==> src/rtl/spike_mon_pkg.sv <==
// spike_mon_pkg: shared FSM state encoding and counter width helper for the spike activity monitor
package spike_mon_pkg;
  typedef logic [1:0] state_t;
  localparam state_t IDLE = 2'd0;
  localparam state_t RUN  = 2'd1;
  localparam state_t DONE = 2'd2;
  function automatic int cnt_width(input int n);
    return $clog2(n + 1);
  endfunction
endpackage

==> src/rtl/spike_popcount.sv <==
// spike_popcount: combinational population count of an N-wide spike vector
module spike_popcount #(
  parameter int N  = 7,
  parameter int CW = 3
) (
  input  logic [N-1:0]  bits,
  output logic [CW-1:0] count
);
  always_comb begin
    count = '0;
    for (int i = 0; i < N; i++) count = count + CW'(bits[i]);
  end
endmodule

==> src/rtl/spike_activity_monitor.sv <==
// spike_activity_monitor: windowed spike popcount integrator with peak tracking and convergence detect
// Optional threshold interrupt (thresh_i/irq_o) enabled by defining SPIKE_MON_THRESH_IRQ_EN
module spike_activity_monitor
  import spike_mon_pkg::*;
#(
  parameter int N_NEURONS     = 7,
  parameter int WINDOW_LOG2   = 4,
  parameter int STABLE_CYCLES = 8,
  localparam int CW = cnt_width(N_NEURONS),
  localparam int SW = CW + WINDOW_LOG2
) (
  input  logic                 clk,
  input  logic                 rst_n,
  input  logic [N_NEURONS-1:0] spikes_i,
  input  logic                 start_i,
`ifdef SPIKE_MON_THRESH_IRQ_EN
  input  logic [SW-1:0]        thresh_i,
  output logic                 irq_o,
`endif
  output logic                 busy_o,
  output logic                 done_o,
  output logic [CW-1:0]        inst_count_o,
  output logic [SW-1:0]        window_sum_o,
  output logic [CW-1:0]        peak_o,
  output logic                 converged_o
);
  localparam int RW = $clog2(STABLE_CYCLES + 1);
  localparam logic [RW-1:0] RUN_MAX = RW'(STABLE_CYCLES);
  state_t                 state;
  logic [SW-1:0]          acc, acc_next;
  logic [CW-1:0]          peak, peak_next, pc;
  logic [WINDOW_LOG2-1:0] cnt;
  logic [RW-1:0]          run, run_next;
  logic [N_NEURONS-1:0]   prev;
  logic                   last;
  spike_popcount #(.N(N_NEURONS), .CW(CW)) u_pop (.bits(spikes_i), .count(pc));
  assign acc_next  = acc + SW'(pc);
  assign peak_next = pc > peak ? pc : peak;
  assign run_next  = (cnt == '0 || spikes_i != prev) ? RW'(1) : run == RUN_MAX ? run : run + RW'(1);
  assign last      = cnt == '1;
  assign busy_o    = state == RUN;
  assign done_o    = state == DONE;
  always_ff @(posedge clk or negedge rst_n) begin
    if (!rst_n) begin
      state        <= IDLE;
      acc          <= '0;
      peak         <= '0;
      cnt          <= '0;
      run          <= '0;
      prev         <= '0;
      inst_count_o <= '0;
      window_sum_o <= '0;
      peak_o       <= '0;
      converged_o  <= 1'b0;
    end else begin
      inst_count_o <= pc;
      case (state)
        IDLE: if (start_i) begin
          state <= RUN;
          acc   <= '0;
          peak  <= '0;
          cnt   <= '0;
          run   <= '0;
        end
        RUN: begin
          acc  <= acc_next;
          peak <= peak_next;
          run  <= run_next;
          prev <= spikes_i;
          cnt  <= cnt + WINDOW_LOG2'(1);
          if (last) begin
            state        <= DONE;
            window_sum_o <= acc_next;
            peak_o       <= peak_next;
            converged_o  <= run_next == RUN_MAX;
          end
        end
        default: state <= IDLE;
      endcase
    end
  end
`ifdef SPIKE_MON_THRESH_IRQ_EN
  // Sticky until the next accepted start so software can poll after the window ends
  always_ff @(posedge clk or negedge rst_n) begin
    if (!rst_n) irq_o <= 1'b0;
    else if (state == IDLE && start_i) irq_o <= 1'b0;
    else if (state == RUN && last && acc_next > thresh_i) irq_o <= 1'b1;
  end
`endif
endmodule

==> config.mk <==
export PLATFORM = sky130hd
export DESIGN_NAME = spike_activity_monitor
export DESIGN_NICKNAME = d
export VERILOG_FILES = /design/src/rtl/spike_mon_pkg.sv /design/src/rtl/spike_popcount.sv /design/src/rtl/spike_activity_monitor.sv
export SDC_FILE = /design/constraint.sdc
export NUM_CORES = 1
export LEC_CHECK = 0
export BUFFER_PORTS_ARGS = -buffer_cell sky130_fd_sc_hd__buf_2
export CORE_UTILIZATION = 39
export CTS_CLUSTER_SIZE = 24
export DETAILED_ROUTE_END_ITERATION = 8
export PLACE_DENSITY = 0.58
export SYNTH_ARGS = -nofsm -noshare
export SYNTH_HDL_FRONTEND = slang
export SYNTH_SLANG_ARGS = --single-unit
==> constraint.sdc <==
create_clock -name clk -period 2.9 [get_ports clk]
set_input_delay 0.58 -clock clk [delete_from_list [all_inputs] [get_ports clk]]
set_output_delay 0.58 -clock clk [all_outputs]
set_load 0.1 [all_outputs]
==> run summary <==
Post-route setup slack = -0.622 ns
Routed vias = 1694
Kind of critical path = primary input to flip-flop
Nets = 294
Outcome = finished, violations left
Post-CTS Hold Buffers = 0
Grt ovf = 0
Cts bufs inserted = 5
Top_reg_cell synth = dfrtp_1
Vias in the first global route = 1675
Initial Utilization = 40.4%
Initial antenna violation count = 0
# H-tree levels = 2
Total Wirelength = 4.61 mm
1st-iter DRT viols = 102
DR DRC count = 0
Worst-skew pair later-pin latency = 0.29 ns
Failing checks = negative setup slack
Largest net degree at the start of global routing = 42
Crit. End Element = flip-flop
Share of cells above drive strength 1 = 30.7%
CP top delay family = adder cells
Crit path largest cell delay = 0.51 ns
Post-Place Setup Slack = -1.00 ns
GR Util All Layers = 17.3%
WL/cell = 13.6 µm
Post-synth cell types = 41
Arrival time at the worst endpoint = 3.73 ns
Final worst-path cycle share = 121%
Ys Warns = 0
Worst setup SP type = primary input
Placed insts = 329
F_max = 284 MHz
Worst path required time = 3.11 ns
Skew final = 0.00305 ns
CTS root buffer = clkbuf_8
Clock tree buffer depth = 2
Syn Area/Cell = 9.90 µm²
Area share of the largest cell type after synthesis = 46.5%
Post-route ant nets = 0
Actual slew at the worst max-slew pin = 0.948 ns
Finish-stage setup viols = 18
CP startpoint = spikes_i[1]
Worst reg2reg path startpoint = cnt[0]
# IOs = 26
RSZ-0062 raised after global routing = yes
Async SR Flop Fraction = 100%
Hold crit path type = primary input to asynchronous set/reset pin
Row count = 27
Antenna diodes = 0
Post-Syn Instances = 223
CTS tree = built
Gpl congestion = 0.767
Top post-synthesis cells by area = dfrtp_1 46%, ha_1 7.4%, nand2_1 6.6%
Post-synthesis sequential element count = 41
R2R cell count = 6
EDFF count, synth = 0
Cell Count, Final, Fillers Out = 339
Die area = 5970 µm²
Placed cell areas = 2610 µm²
Hold Violations, Final = 0
CP max FO = 5
Flop2flop setup slack = 1.18 ns
Worst hold slack = 0.428 ns
Detailed Routing Iterations Pass 1 = 4
Mapped Area = 2210 µm²
Clock sink count = 41
RR Endpoint = window_sum_o[5]
Minimum clock period = 3.52 ns
Post-route cell area = 2820 µm²
Worst path slowest cell = fa_2
Seq/Total Area, Yosys = 46.5%
Core Area = 5470 µm²
Relative slew slack = 36.8%
Syn nets = 250
CP Buf/Inv Count = 3
Vias per cell = 5.00
Area grow syn2layout = 27.9%
Die Height = 77.3 µm
Die width = 77.3 µm
Count of pins over their slew limit = 0
Max-cap viol count = 0
CP cell instances = buf_8, ha_4, inv_2, fa_1, fa_1, inv_1, ha_2, fa_2, ha_4, nor2b_4, nor3_2, or4_1, o211ai_1
HPWL after detailed placement = 3.23 mm
Count of input and output buffers = 25
Clock transition at path regs = 0.08 ns
First-pass GRT wire length = 8.03 mm
Post-synth top area cell = dfrtp_1
per-stage QoR:
step                      util, %  TNS, ns
final                        51.6    -8.91
after global routing         51.6   -10.44
after CTS                    50.6    -8.83
after detailed placement     47.7   -15.69
after global placement       47.7   -14.43
after floorplan                 -   -10.01
per-layer routing:
metal / track usage [%] / vias up / share of wire, %
met2: 26.5 / 29 / 45
met5: 0 / - / 0
met3: 3.21 / 7 / 2.4
li1: - / 848 / -
met1: 24.6 / 810 / 51
met4: 5.66 / 0 / 1.4
worst register-to-register path: cells and delay by family, from the launching register on:
kind,cells,cell delay [ns]
compound gates,1,0.05
fa+ha+maj,1,0.27
buf+inv,1,0.20
flops,1,0.43
simple gates,3,0.65
cells in the final DEF (no fill, tap or decap), types with 2 or more instances in the layout:
master,instances
nand2_1,38
nand3_2,2
fa_2,2
clkbuf_8,6
a21o_1,2
buf_2,23
xor2_1,9
o31ai_1,2
a21oi_2,2
ha_4,5
o21ai_1,11
inv_1,18
dfrtp_1,41
or4_1,2
o211ai_1,4
a21oi_1,2
buf_4,15
nand3_1,6
a31oi_1,4
buf_6,4
nor2_1,5
xnor2_1,2
xnor2_2,2
o21ai_0,11
nand4_1,2
ha_1,7
a22o_1,4
fa_1,2
or3_1,4
nor3_1,2
cells by family after synthesis:
family / share of synthesized area, %
adders and majority gates: 11.0
DFF: 46.5
AOI/OAI and AO/OA: 16.5
and+or+nand+nor: 15.0
buffers and inverters: 5.10
xor gates and xnor gates: 5.95
repair_timing:
| action | in CTS | in global routing |
|---|---|---|
| resized for setup | 17 | 9 |
| hold endpoints to repair | 0 | 0 |
| setup endpoints to repair | 18 | 18 |
| setup buffers | 1 | 2 |
| pin swaps | 10 | 10 |
flip-flops by register name (all words and copies together), names as in the netlist:
register,count
state,2
inst_count_o,3
converged_o,1
peak,3
prev,7
peak_o,3
window_sum_o,7
run,4
cnt,4
acc,7
cell usage after synthesis (all sizes together) (2+ instances only):
library cell	count
a21o	3
a21oi	5
a22o	5
a31oi	4
buf	5
clkinv	2
dfrtp	41
fa	4
ha	13
inv	19
nand2	39
nand3	8
nand4	2
nor2	6
nor2b	2
nor3	3
o211ai	4
o21ai	23
o31ai	3
or3	4
or4	2
xnor2	5
xor2	10
worst max-delay path by stage:
stage	slack (ns)	cells after the start	endpoint
finish	-0.62	13	peak[0]
global route	-0.73	13	peak[0]
CTS	-0.61	13	peak[0]
detailed placement	-1.00	13	window_sum_o[3]
global placement	-0.93	13	window_sum_o[3]
floorplan	-0.67	13	acc[6]
cell type report:
class                      instances  area, µm²
multi-input combinational        155       1250
clock buffer                       6       82.6
sequential                        41       1030
fill                             535       2650
clock inverter                     1       7.51
timing repair buffer              43        288
tap                               72       90.1
inverter                          21       83.8
Power is not shown: default switching activity piles up to over one toggle a cycle in this logic, so the estimate is an artifact.
